[config.mk]
export PLATFORM = sky130hd
export DESIGN_NAME = commit_queue
export DESIGN_NICKNAME = d
export VERILOG_FILES = /design/src/rtl/mips_core_pkg.sv /design/src/rtl/commit_queue.sv
export SDC_FILE = /design/constraint.sdc
export NUM_CORES = 1
export LEC_CHECK = 0
export ABC_AREA = 1
export ABC_CLOCK_PERIOD_IN_PS = 3700
export CORE_MARGIN = 8
export CORE_UTILIZATION = 30
export CTS_BUF_LIST = sky130_fd_sc_hd__clkbuf_2 sky130_fd_sc_hd__clkbuf_4 sky130_fd_sc_hd__clkbuf_8
export DETAILED_ROUTE_END_ITERATION = 16
export PLACE_DENSITY_LB_ADDON = 0.05
export SYNTH_ARGS = -nofsm -noshare
export SYNTH_HDL_FRONTEND = slang
export SYNTH_SLANG_ARGS = --single-unit
export TNS_END_PERCENT = 100
[constraint.sdc]
create_clock -name clk -period 3.7 [get_ports clk]
set_clock_uncertainty 0.2 [all_clocks]
set_input_delay 0.37 -clock clk [delete_from_list [all_inputs] [get_ports clk]]
set_output_delay 0.37 -clock clk [all_outputs]
set_load 0.005 [all_outputs]
[src/rtl/mips_core_pkg.sv]
// Shared core types for the MIPS pipeline.
// Holds the branch direction encoding, the architectural address type and the
// commit-queue entry layout used by commit_queue.
package mips_core_pkg;

    typedef enum logic {
        NOT_TAKEN = 1'b0,
        TAKEN     = 1'b1
    } BranchOutcome;

    typedef logic [31:0] Address;

    localparam int CQ_DEPTH = 8;

    // One reorder-buffer slot. recovery_target is only meaningful once done
    // is set on a branch entry.
    typedef struct packed {
        logic         valid;
        logic         done;
        logic         is_branch;
        BranchOutcome prediction;
        BranchOutcome outcome;
        Address       recovery_target;
    } cq_entry_t;

endpackage

[src/rtl/commit_queue.sv]
// In-order commit queue (reorder buffer) between rename/issue and retirement.
// Entries are allocated at the tail, marked done by execute writeback and
// retired from the head in program order, at most one per cycle.
//
// Ports
//   clk, rst_n                      clock, asynchronous active-low reset
//   alloc_valid/is_branch/prediction rename-side allocation request
//   alloc_tag                        tag the next allocation receives (tail)
//   wb_valid/tag/outcome/recovery_target  execute writeback
//   retire_valid, retire_tag         head entry retiring this cycle
//   count, queue_overflow            occupancy and full flag
//   C_branch_result_*                result of a retiring branch
//   commit_hc_stall, commit_hc_flush hazard-control feedback
module commit_queue
    import mips_core_pkg::*;
#(
    parameter int DEPTH = CQ_DEPTH,
    parameter int TAG_W = $clog2(DEPTH)
) (
    input  logic               clk,
    input  logic               rst_n,
    input  logic               alloc_valid,
    input  logic               alloc_is_branch,
    input  BranchOutcome       alloc_prediction,
    output logic [TAG_W-1:0]   alloc_tag,
    input  logic               wb_valid,
    input  logic [TAG_W-1:0]   wb_tag,
    input  BranchOutcome       wb_outcome,
    input  Address             wb_recovery_target,
    output logic               retire_valid,
    output logic [TAG_W-1:0]   retire_tag,
    output logic [TAG_W:0]     count,
    output logic               queue_overflow,
    output logic               C_branch_result_valid,
    output BranchOutcome       C_branch_result_prediction,
    output BranchOutcome       C_branch_result_outcome,
    output Address             C_branch_result_recovery_target,
    input  logic               commit_hc_stall,
    input  logic               commit_hc_flush
);

    cq_entry_t          entries_r [DEPTH];
    logic [TAG_W-1:0]   head_r;
    logic [TAG_W-1:0]   tail_r;
    logic [TAG_W:0]     count_r;

    cq_entry_t          head_entry_s;
    logic               alloc_fire_s;
    logic               retire_fire_s;
    logic [TAG_W:0]     count_next_s;

    // Fire conditions and next occupancy. Retirement deliberately ignores
    // flush so the retire outputs do not loop back through hazard control.
    always_comb begin
        head_entry_s   = entries_r[head_r];
        queue_overflow = (count_r == (TAG_W+1)'(DEPTH));
        alloc_fire_s   = alloc_valid & ~queue_overflow & ~commit_hc_flush;
        retire_fire_s  = head_entry_s.valid & head_entry_s.done & ~commit_hc_stall;
        if (commit_hc_flush) begin
            count_next_s = '0;
        end else begin
            count_next_s = count_r + (TAG_W+1)'(alloc_fire_s) - (TAG_W+1)'(retire_fire_s);
        end
    end

    // Retire and branch-result outputs; branch fields read as zero when idle.
    always_comb begin
        retire_valid = retire_fire_s;
        retire_tag   = head_r;
        alloc_tag    = tail_r;
        count        = count_r;
        if (retire_fire_s && head_entry_s.is_branch) begin
            C_branch_result_valid           = 1'b1;
            C_branch_result_prediction      = head_entry_s.prediction;
            C_branch_result_outcome         = head_entry_s.outcome;
            C_branch_result_recovery_target = head_entry_s.recovery_target;
        end else begin
            C_branch_result_valid           = 1'b0;
            C_branch_result_prediction      = NOT_TAKEN;
            C_branch_result_outcome         = NOT_TAKEN;
            C_branch_result_recovery_target = '0;
        end
    end

    // Head/tail pointers and occupancy; pointers wrap naturally at DEPTH.
    always_ff @(posedge clk or negedge rst_n) begin
        if (!rst_n) begin
            head_r  <= '0;
            tail_r  <= '0;
            count_r <= '0;
        end else if (commit_hc_flush) begin
            head_r  <= '0;
            tail_r  <= '0;
            count_r <= '0;
        end else begin
            if (alloc_fire_s) begin
                tail_r <= tail_r + TAG_W'(1'b1);
            end else begin
                tail_r <= tail_r;
            end
            if (retire_fire_s) begin
                head_r <= head_r + TAG_W'(1'b1);
            end else begin
                head_r <= head_r;
            end
            count_r <= count_next_s;
        end
    end

    // Entry array. Allocation only targets an invalid slot (tail of a non-full
    // queue), so it can never collide with a writeback or the retiring head.
    always_ff @(posedge clk or negedge rst_n) begin
        if (!rst_n) begin
            for (int i = 0; i < DEPTH; i++) begin
                entries_r[i] <= '0;
            end
        end else if (commit_hc_flush) begin
            for (int i = 0; i < DEPTH; i++) begin
                entries_r[i].valid <= 1'b0;
            end
        end else begin
            for (int i = 0; i < DEPTH; i++) begin
                if (wb_valid && (wb_tag == TAG_W'(i)) && entries_r[i].valid) begin
                    entries_r[i].done            <= 1'b1;
                    entries_r[i].outcome         <= wb_outcome;
                    entries_r[i].recovery_target <= wb_recovery_target;
                end
                if (alloc_fire_s && (tail_r == TAG_W'(i))) begin
                    entries_r[i].valid           <= 1'b1;
                    entries_r[i].done            <= 1'b0;
                    entries_r[i].is_branch       <= alloc_is_branch;
                    entries_r[i].prediction      <= alloc_prediction;
                    entries_r[i].outcome         <= NOT_TAKEN;
                    entries_r[i].recovery_target <= '0;
                end else if (retire_fire_s && (head_r == TAG_W'(i))) begin
                    entries_r[i].valid <= 1'b0;
                end
            end
        end
    end

endmodule

==> impl_metrics.yaml <==
finish:
  drive_gt1_frac: 0.127
  area_delta_synth_final_pct: 20.2
  fin_nets: 1833
  diodes: 0
  final_cell_mix: "nand2_1 (344), dfrtp_1 (303), o21ai_0 (208), nor2_1 (155), o21ai_1 (154)"
  layout_commonest_cell: "nand2_1"
  utilization: 0.364
  fillCellCount: 5193
drt:
  vias: 12594
  routedWlPerCell_um: 22.2
  first_iter_violations: 850
  wirelength_mm: 55.1
  drc: 0
  ant_nets: 0
  first_pass_iters: 5
  avgViaCountPerCell: 5.08
pwr:
  clockPowerShare: 0.368
  p_seq_frac: 0.398
  comb_power_share: 0.234
  leakage_nw: 8.04
  switching_share: 0.324
  power_density_nw_per_um2: 545
  p_sw_mw: 3.15
  p_int_mw: 6.56
  peakVddDrop_v: 0.000297
timing:
  rsz0062_at_grt: "no"
  fmax_mhz: 281
  period_share: 0.961
  hold_viol: 0
  fin_crit_ns: 3.56
  slew_headroom: 0.369
  setup_viol: 0
  setup_tns_ns: 0
  worst_slew_pin_slew_ns: 0.946
  slew_violations: 0
placement:
  port_buffers: 90
  hpwl_mm: 30.4
  place_congestion: 0.780
synth:
  synth_area_um2: 14800
  synthDistinctLibCells: 32
  synth_warnings: 0
  ys_top_cells_by_area: "dfrtp_1 (52%), nand2_1 (8.8%), o21ai_0 (7.0%)"
  yosys_register_bits: 306
  syn_avg_cell_area_um2: 8.80
  yosysTopAreaCell: "dfrtp_1"
  synth_top_area_share: 0.517
  synthesis.nets: 1745
  netlist_instances: 1683
  seq_area_frac_synth: 0.517
clocking:
  path_clk_slew_ns: 0.06
  htree_levels: 2
  cts_buffers: 57
  cts_tree: "done"
  clock_path_buffers: 3
  root_buffer: "clkbuf_8"
  cts.sinks: 306
  clkLatencyLatePin_ns: 0.66
grt:
  grt_usage: 0.194
  overflow: 0
  antenna_found_initial: 0
  grt_pass1_vias: 12899
  grt_first_pass_wirelength_mm: 83.9
  grt_max_degree: 106
die:
  pin_count: 91
  die_w_um: 238
  die-area_um2: 56700
  start_util: 0.303
  rows: 81
  fp.coreArea_um2: 48800
  die_h_um: 238
outcome:
  outcome: "finished clean"
worst_setup_path:
  required_ns: 3.13
  path_max_fanout: 24
  crit_arrival_ns: 2.99
  crit_path_start_kind: "flop"
  end_kind: "output pin"
  critPathKind: "reg2out"
run:
  maxCapViolations: 0
hold_path:
  holdCritPathClass: "in2async"
-- state kept, by name, summed over array words and instances (netlist names) --
register,count
alloc_tag,3
count,4
entries_r,296
retire_tag,3
-- synth_stat cells, drive strengths merged --
master and instances:
a21oi 2, buf 95, clkbuf 22, dfrtp 306, fa 1, ha 17
inv 121, nand2 357, nand3 67, nand3b 1, nand4 5, nor2 156
nor3 34, o211ai 101, o21ai 362, o21bai 1, o22ai 34, xnor2 1
-- final cells by class --
cell class              count  area, um^2  area share
clock inverters             3        50.0     0.00281
clock buffers              99        1190      0.0667
flip-flops and latches    306        7670       0.431
inverters                 121         472      0.0265
well taps                 664         831      0.0467
repair buffers            145        1700      0.0955
multi-input cells        1140        5890       0.331
-- worst max-delay path, stage by stage, from the launching register on --
cell	delay [ns]
dfrtp_4	0.54
buf_4	0.25
nand2_1	0.07
nand3_1	0.09
nand2_1	0.06
nand2_1	0.09
nand2_4	0.15
buf_12	0.22
nor3_2	0.27
clkdlybuf4s50_1	0.56
-- per-layer routing --
metal | track usage | up-vias | routed length (um)
li1 | - | 5839 | -
met1 | 0.260 | 6357 | 25000
met2 | 0.318 | 313 | 26000
met3 | 0.0391 | 85 | 2810
met4 | 0.0523 | 0 | 1250
met5 | 0 | - | 0
-- timing repair --
item,CTS,global route
setup endpoints to repair,35,11
hold endpoints to repair,98,0
gates resized for setup,15,6
pin swaps,1,1
gates cloned,3,1
hold buffers,1,0
buffers inserted,9,0
-- stage by stage --
step / hold WS (ns) / setup WS [ns] / instances / cell area, um^2 / total power, mW
3_3_place_gp: 0.262 / 0.434 / 2362 / 16300 / 6.06
6_report: 0.193 / 0.145 / 2478 / 17800 / 9.71
2_1_floorplan: -0.126 / 0.931 / 1683 / 14800 / 5.35
3_5_place_dp: 0.268 / 0.434 / 2362 / 16300 / 6.07
5_1_grt: 0.240 / 0.00449 / 2478 / 17800 / 10.3
4_1_cts: 0.199 / 0.0565 / 2477 / 17700 / 9.84
-- path summary, 6_finish.rpt --
kind	startpoint	endpoint	slack, ns	depth (start not counted)
max reg2reg	retire_tag[0]	count[2]	0.56	14
max	retire_tag[0]	C_branch_result_recovery_target[10]	0.14	9
max in group asynchronous	rst_n	alloc_tag[2]	2.15	3
min reg2reg	entries_r[70]	entries_r[70]	0.28	2
min in group clk	wb_recovery_target[24]	entries_r[135]	0.25	3
min	rst_n	entries_r[263]	0.19	2
-- power groups by stage --
stage	Clock, mW	Combinational, mW	Sequential, mW
after floorplan	0	1.48	3.87
after global placement	0	2.14	3.92
after detailed placement	0	2.14	3.92
after CTS	3.69	2.28	3.87
after global routing	3.82	2.54	3.91
final	3.58	2.27	3.86
-- logic make-up after synthesis --
| group | after synthesis | share of synthesized area |
|---|---|---|
| AND/OR/NAND/NOR | 620 | 0.189 |
| AO/OA/AOI/OAI | 500 | 0.189 |
| buffers and inverters | 238 | 0.0884 |
| flip-flops | 306 | 0.517 |
| adder cells (fa/ha/maj) | 18 | 0.0157 |
| XOR/XNOR | 1 | 0.000592 |
No activity file was read; power rests on OpenSTA's default activity.
